File: src/rtl/dmem_arbiter_if.sv
// Bundle of the two requester req/ack ports plus the shared data-memory bus.
// slave = arbiter side, master = requesters and memory side.
interface dmem_arbiter_if #(
   parameter int AW = 8,
   parameter int DW = 8
);
   logic          req0;
   logic          we0;
   logic [AW-1:0] addr0;
   logic [DW-1:0] wdata0;
   logic          ack0;
   logic [DW-1:0] rdata0;

   logic          req1;
   logic          we1;
   logic [AW-1:0] addr1;
   logic [DW-1:0] wdata1;
   logic          ack1;
   logic [DW-1:0] rdata1;

   logic          mem_MW;
   logic [AW-1:0] mem_address;
   logic [DW-1:0] mem_data_in;
   logic [DW-1:0] mem_data_out;

   logic          busy;
   logic          grant;

   modport slave (
      input  req0, we0, addr0, wdata0,
      input  req1, we1, addr1, wdata1,
      input  mem_data_out,
      output ack0, rdata0, ack1, rdata1,
      output mem_MW, mem_address, mem_data_in,
      output busy, grant
   );

   modport master (
      output req0, we0, addr0, wdata0,
      output req1, we1, addr1, wdata1,
      output mem_data_out,
      input  ack0, rdata0, ack1, rdata1,
      input  mem_MW, mem_address, mem_data_in,
      input  busy, grant
   );
endinterface

File: src/rtl/dmem_arbiter.sv
// Two-port arbiter in front of the 256x8 negedge-sampled data memory; one access per IDLE/ACCESS/RESP pass.
// Define DMEM_ARB_FIXED_PRIORITY_EN for fixed priority (port 0 wins ties); default is round-robin.
module dmem_arbiter #(
   parameter int AW = 8,
   parameter int DW = 8
) (
   input logic          clock,
   input logic          reset,
   dmem_arbiter_if.slave bus
);

   typedef enum logic [1:0] {
      S_IDLE,
      S_ACCESS,
      S_RESP
   } state_t;

   state_t        r_state;
   logic          r_we_q;
   logic          r_grant;
   logic          r_busy;
   logic          r_mem_mw;
   logic [AW-1:0] r_mem_address;
   logic [DW-1:0] r_mem_data_in;
   logic          r_ack0;
   logic          r_ack1;
   logic [DW-1:0] r_rdata0;
   logic [DW-1:0] r_rdata1;
   logic          w_any_req;
   logic          w_win;

`ifndef DMEM_ARB_FIXED_PRIORITY_EN
   logic          r_last_grant;
`endif

   assign w_any_req = bus.req0 | bus.req1;

   always_comb begin
`ifdef DMEM_ARB_FIXED_PRIORITY_EN
      w_win = ~bus.req0;
`else
      if (bus.req0 && bus.req1) begin
         w_win = ~r_last_grant;
      end else begin
         w_win = ~bus.req0;
      end
`endif
   end

   always_ff @(posedge clock or posedge reset) begin
      if (reset) begin
         r_state       <= S_IDLE;
         r_we_q        <= 1'b0;
         r_grant       <= 1'b1;
`ifndef DMEM_ARB_FIXED_PRIORITY_EN
         r_last_grant  <= 1'b1;
`endif
         r_busy        <= 1'b0;
         r_mem_mw      <= 1'b0;
         r_mem_address <= '0;
         r_mem_data_in <= '0;
         r_ack0        <= 1'b0;
         r_ack1        <= 1'b0;
         r_rdata0      <= '0;
         r_rdata1      <= '0;
      end else begin
         case (r_state)
            S_IDLE: begin
               r_mem_mw <= 1'b0;
               if (w_any_req) begin
                  r_grant       <= w_win;
`ifndef DMEM_ARB_FIXED_PRIORITY_EN
                  r_last_grant  <= w_win;
`endif
                  r_mem_address <= w_win ? bus.addr1  : bus.addr0;
                  r_mem_data_in <= w_win ? bus.wdata1 : bus.wdata0;
                  r_we_q        <= w_win ? bus.we1    : bus.we0;
                  // Write strobe is registered here so it is high for exactly the ACCESS cycle.
                  r_mem_mw      <= w_win ? bus.we1    : bus.we0;
                  r_busy        <= 1'b1;
                  r_state       <= S_ACCESS;
               end
            end

            S_ACCESS: begin
               r_mem_mw <= 1'b0;
               if (r_grant) begin
                  r_ack1 <= 1'b1;
                  if (!r_we_q) r_rdata1 <= bus.mem_data_out;
               end else begin
                  r_ack0 <= 1'b1;
                  if (!r_we_q) r_rdata0 <= bus.mem_data_out;
               end
               r_state <= S_RESP;
            end

            S_RESP: begin
               r_ack0  <= 1'b0;
               r_ack1  <= 1'b0;
               r_busy  <= 1'b0;
               r_state <= S_IDLE;
            end

            default: begin
               r_mem_mw <= 1'b0;
               r_ack0   <= 1'b0;
               r_ack1   <= 1'b0;
               r_busy   <= 1'b0;
               r_state  <= S_IDLE;
            end
         endcase
      end
   end

   assign bus.mem_MW      = r_mem_mw;
   assign bus.mem_address = r_mem_address;
   assign bus.mem_data_in = r_mem_data_in;
   assign bus.ack0        = r_ack0;
   assign bus.ack1        = r_ack1;
   assign bus.rdata0      = r_rdata0;
   assign bus.rdata1      = r_rdata1;
   assign bus.busy        = r_busy;
   assign bus.grant       = r_grant;

endmodule

File: src/flat_wrapper.sv
// flat-port wrapper written by rule: the top's interface ports become plain ports
module dmem_arbiter_flat 
#(
   parameter int AW = 8,
   parameter int DW = 8
)
  (clock, reset, bus_req0, bus_we0, bus_addr0, bus_wdata0, bus_req1, bus_we1, bus_addr1, bus_wdata1, bus_mem_data_out, bus_ack0, bus_rdata0, bus_ack1, bus_rdata1, bus_mem_MW, bus_mem_address, bus_mem_data_in, bus_busy, bus_grant);
  dmem_arbiter_if #(.AW(AW), .DW(DW)) bus_i ();
  input logic clock;
  input logic reset;
  input wire logic [$bits(bus_i.req0)-1:0] bus_req0;
  input wire logic [$bits(bus_i.we0)-1:0] bus_we0;
  input wire logic [$bits(bus_i.addr0)-1:0] bus_addr0;
  input wire logic [$bits(bus_i.wdata0)-1:0] bus_wdata0;
  input wire logic [$bits(bus_i.req1)-1:0] bus_req1;
  input wire logic [$bits(bus_i.we1)-1:0] bus_we1;
  input wire logic [$bits(bus_i.addr1)-1:0] bus_addr1;
  input wire logic [$bits(bus_i.wdata1)-1:0] bus_wdata1;
  input wire logic [$bits(bus_i.mem_data_out)-1:0] bus_mem_data_out;
  output wire logic [$bits(bus_i.ack0)-1:0] bus_ack0;
  output wire logic [$bits(bus_i.rdata0)-1:0] bus_rdata0;
  output wire logic [$bits(bus_i.ack1)-1:0] bus_ack1;
  output wire logic [$bits(bus_i.rdata1)-1:0] bus_rdata1;
  output wire logic [$bits(bus_i.mem_MW)-1:0] bus_mem_MW;
  output wire logic [$bits(bus_i.mem_address)-1:0] bus_mem_address;
  output wire logic [$bits(bus_i.mem_data_in)-1:0] bus_mem_data_in;
  output wire logic [$bits(bus_i.busy)-1:0] bus_busy;
  output wire logic [$bits(bus_i.grant)-1:0] bus_grant;
  assign bus_i.req0 = bus_req0;
  assign bus_i.we0 = bus_we0;
  assign bus_i.addr0 = bus_addr0;
  assign bus_i.wdata0 = bus_wdata0;
  assign bus_i.req1 = bus_req1;
  assign bus_i.we1 = bus_we1;
  assign bus_i.addr1 = bus_addr1;
  assign bus_i.wdata1 = bus_wdata1;
  assign bus_i.mem_data_out = bus_mem_data_out;
  assign bus_ack0 = bus_i.ack0;
  assign bus_rdata0 = bus_i.rdata0;
  assign bus_ack1 = bus_i.ack1;
  assign bus_rdata1 = bus_i.rdata1;
  assign bus_mem_MW = bus_i.mem_MW;
  assign bus_mem_address = bus_i.mem_address;
  assign bus_mem_data_in = bus_i.mem_data_in;
  assign bus_busy = bus_i.busy;
  assign bus_grant = bus_i.grant;
  dmem_arbiter #(.AW(AW), .DW(DW)) u_core (.clock(clock), .reset(reset), .bus(bus_i));
endmodule
File: config.mk
export PLATFORM = sky130hd
export DESIGN_NAME = dmem_arbiter_flat
export DESIGN_NICKNAME = d
export VERILOG_FILES = /design/src/rtl/dmem_arbiter_if.sv /design/src/rtl/dmem_arbiter.sv /design/src/flat_wrapper.sv
export SDC_FILE = /design/constraint.sdc
export NUM_CORES = 1
export LEC_CHECK = 0
export ABC_AREA = 1
export ABC_CLOCK_PERIOD_IN_PS = 1200
export BUFFER_PORTS_ARGS = -buffer_cell sky130_fd_sc_hd__buf_2
export CAP_MARGIN = 20
export CORE_ASPECT_RATIO = 1.2
export CORE_MARGIN = 2
export CORE_UTILIZATION = 42
export CTS_CLUSTER_DIAMETER = 120
export DETAILED_ROUTE_END_ITERATION = 8
export GPL_ROUTABILITY_DRIVEN = 0
export HOLD_SLACK_MARGIN = 0.05
export PLACE_DENSITY = 0.79
export SLEW_MARGIN = 30
export SYNTH_ARGS = -nofsm -noshare
export SYNTH_HDL_FRONTEND = slang
export SYNTH_SLANG_ARGS = --single-unit
File: constraint.sdc
create_clock -name clock -period 1.2 [get_ports clock]
set_input_delay 0.12 -clock clock [delete_from_list [all_inputs] [get_ports clock]]
set_output_delay 0.12 -clock clock [all_outputs]
set_load 0.02 [all_outputs]
==> run metrics <==
status finished, violations left; failing checks setup timing; Die H 77.5 um; commonest non-fill, non-tap cells in the layout buf_2, nand2_1, dfrtp_1, inv_1, nand3_1; Int Pwr ~0.0042 W; total gr overflow 0; yosys warns 0; RR Startpoint u_core.r_state[1]$_DFFE_PP0P_; initial antenna violation count 0; Top-Level Pins 83; port buffer count 82; Antenna Cells 0; sequential cell area 1000 sq um; crit path DAT 1.09 ns; Final period util 101%; Rel. slew slack 85.3%; Routed WL 5.03 mm; die area 5060 sq um; router iterations before antenna repair 4; Initial Utilization between 40% and 50%; first-pass GRT wire length approximately 7.5 mm; VDD IR max 0.00120 V; top sig layer met4; DPL Wire Length 3.35 mm; post-synthesis register bit count 40; Critical Path RT 1.08 ns; clk_lat worst skew 0.29 ns; actual transition at the worst max-transition pin 0.219 ns; mapped cell area around 1900 sq um; Comb pwr share 53.7%; fmax about 0.83 GHz; Core ar. 4290 sq um; Reg2Reg Capture Point u_core.r_we_q$_DFFE_PP0P_; max_cap viols 0; H-tree depth 2; sequential power share roughly a third; CP Max Fanout 3; vias per inst ~4.8; Clk pin slew, worst setup/hold paths around 0.08 ns; Setup TNS -0.0155 ns; Slew Limit Fails 0; Synth Net Count 288; Pleak 1.66 nW; Avg Inst Size Synth 7.82 sq um; depth of the worst register-to-register path 7; P&R area growth vs syn 50.8%; Worst Setup SP u_core.bus.grant$_DFFE_PP1P_; routed len/inst 12.5 um; # rows 26; most common library cell in the layout ignoring fill and taps buf_2; RSZ-0062 raised after global routing yes; DR WL met2 2.68 mm; GRT Overall Usage 18.8%; share of layout cells above drive strength 1 roughly 43%; critical path startpoint category flip-flop; Final Setup Violations 2; Setup Skew 0.00978 ns; nets@finish 392; detailed-route via count 1920; critical path class reg -> out; Fillers 379; power per cell area 2670 nW/um^2; Util after Layout 66.5%; worst setup margin -0.00812 ns; footprint of the multi-input gates about 850 sq um; CTS root buf clkbuf_8; Hold WC Path Type in -> reg; Iter 0 DRT Violations about 170; Worst setup EP type primary output; Reg2Reg Setup Slack -0.008 ns; vias in the first global route 1712; CTS tree yes; Cell variety after synth 15; Die Wd 65.3 um; Antenna Nets Post-Route 0; Sw Pwr about 0.0034 W; clock sink total 40; Finished Layout Cells 403; Remaining DRCs 0; WL met3 roughly 350 um; switch share 44.4%; minimum clock period 1.21 ns; clk buf depth 2; Clock Power Share 14.3%; DP Cell Count ~380; met1 wire length 1.96 mm; end point of the critical path bus_grant; Num CTS Buffers 5; sequential area share after synthesis 52.9%; largest net degree at the start of global routing 41; Fin. Hold Viols 0; Gate Count Post-Synth 242
-- registers in the layout (all words and copies together) (netlist names) --
name                    flops
u_core.bus.mem_address      8
u_core.bus.mem_data_in      8
u_core.bus.rdata0           8
u_core.bus.rdata1           8
u_core.r_state              2
u_core.bus.ack0             1
u_core.bus.ack1             1
u_core.bus.busy             1
u_core.bus.grant            1
u_core.bus.mem_MW           1
u_core.r_we_q               1
-- area by class of cell --
class | count | area share, %
clock inverter | 3 | 1.49
clock buffer | 5 | 2.41
tap | 56 | 2.46
sequential | 40 | 35.1
multi-input combinational | 154 | 29.8
timing repair buffer | 103 | 22.8
inverter | 41 | 5.74
timing repair inverter | 1 | 0.219
-- what timing repair did --
action / in CTS / in global routing
cloned: 0 / 4
endpoints found under the setup margin: 17 / 36
buffers inserted: 0 / 7
pin swaps: 0 / 28
hold buffers: 1 / 0
gates resized for setup: 7 / 44
hold endpoints to repair: 39 / 0
-- metal layers --
metal / vias to the layer above / GRT usage, %
li1: 948 / -
met1: 891 / 23.1
met2: 76 / 32.6
met3: 5 / 4.93
met4: 0 / 4.79
met5: - / 0
-- worst min path at each step --
stage                                       endpoint  depth (start not counted)                 from
3_5_place_dp        u_core.bus.rdata1[7]$_DFFE_PP0P_                          3                reset
5_1_grt             u_core.bus.rdata0[4]$_DFFE_PP0P_                          3  bus_mem_data_out[4]
4_1_cts             u_core.bus.rdata0[5]$_DFFE_PP0P_                          3  bus_mem_data_out[5]
6_report            u_core.bus.rdata0[5]$_DFFE_PP0P_                          3  bus_mem_data_out[5]
2_1_floorplan       u_core.bus.rdata1[0]$_DFFE_PP0P_                          2  bus_mem_data_out[0]
3_3_place_gp   u_core.bus.mem_data_in[7]$_DFFE_PP0P_                          3                reset
-- power by group through the flow --
| stage | clock network (W) | registers [W] | logic [W] |
|---|---|---|---|
| 2_1_floorplan | 0 | 0.00318 | 0.00140 |
| 3_3_place_gp | 0 | 0.00241 | 0.00325 |
| 3_5_place_dp | 0 | 0.00241 | 0.00334 |
| 4_1_cts | 0.00111 | 0.00241 | 0.00343 |
| 5_1_grt | 0.00118 | 0.00252 | 0.00445 |
| 6_report | 0.00109 | 0.00244 | 0.00409 |
-- critical path: stages, from the launching register on --
cell and delay, ns:
dfstp_2 0.57, buf_6 0.12, buf_6 0.11
-- logic make-up after synthesis --
group,count (synthesis),share of synthesized area (%)
and+or+nand+nor,150,35.0
buffers and inverters,49,11.3
DFF,40,52.9
AOI/OAI and AO/OA,3,0.793
-- metrics by stage --
stage	worst slack, ns	power [W]	cell area [sq um]	hold slack [ns]
finish	-0.00812	0.00762	2850	0.0858
global route	-0.0775	0.00816	2850	0.0742
CTS	-0.0196	0.00695	2590	0.0758
detailed placement	-0.0102	0.00576	2430	0.192
global placement	0.0315	0.00566	2430	0.186
floorplan	-0.0310	0.00458	1910	0.265
-- cell usage after synthesis --
cell type / number / share of area (%)
nor2_1: 1 / 0.20
clkbuf_1: 2 / 0.40
nand2_4: 3 / 1.8
nor2_2: 3 / 0.99
buf_6: 2 / 1.2
buf_4: 4 / 1.6
o21ai_0: 3 / 0.79
clkinv_1: 1 / 0.20
dfstp_2: 1 / 1.4
inv_2: 2 / 0.40
nand2_1: 90 / 18
nand2_2: 2 / 0.66
dfrtp_1: 39 / 52
inv_1: 38 / 7.5
nand3_1: 51 / 13
(Power assumes the default switching activity.)
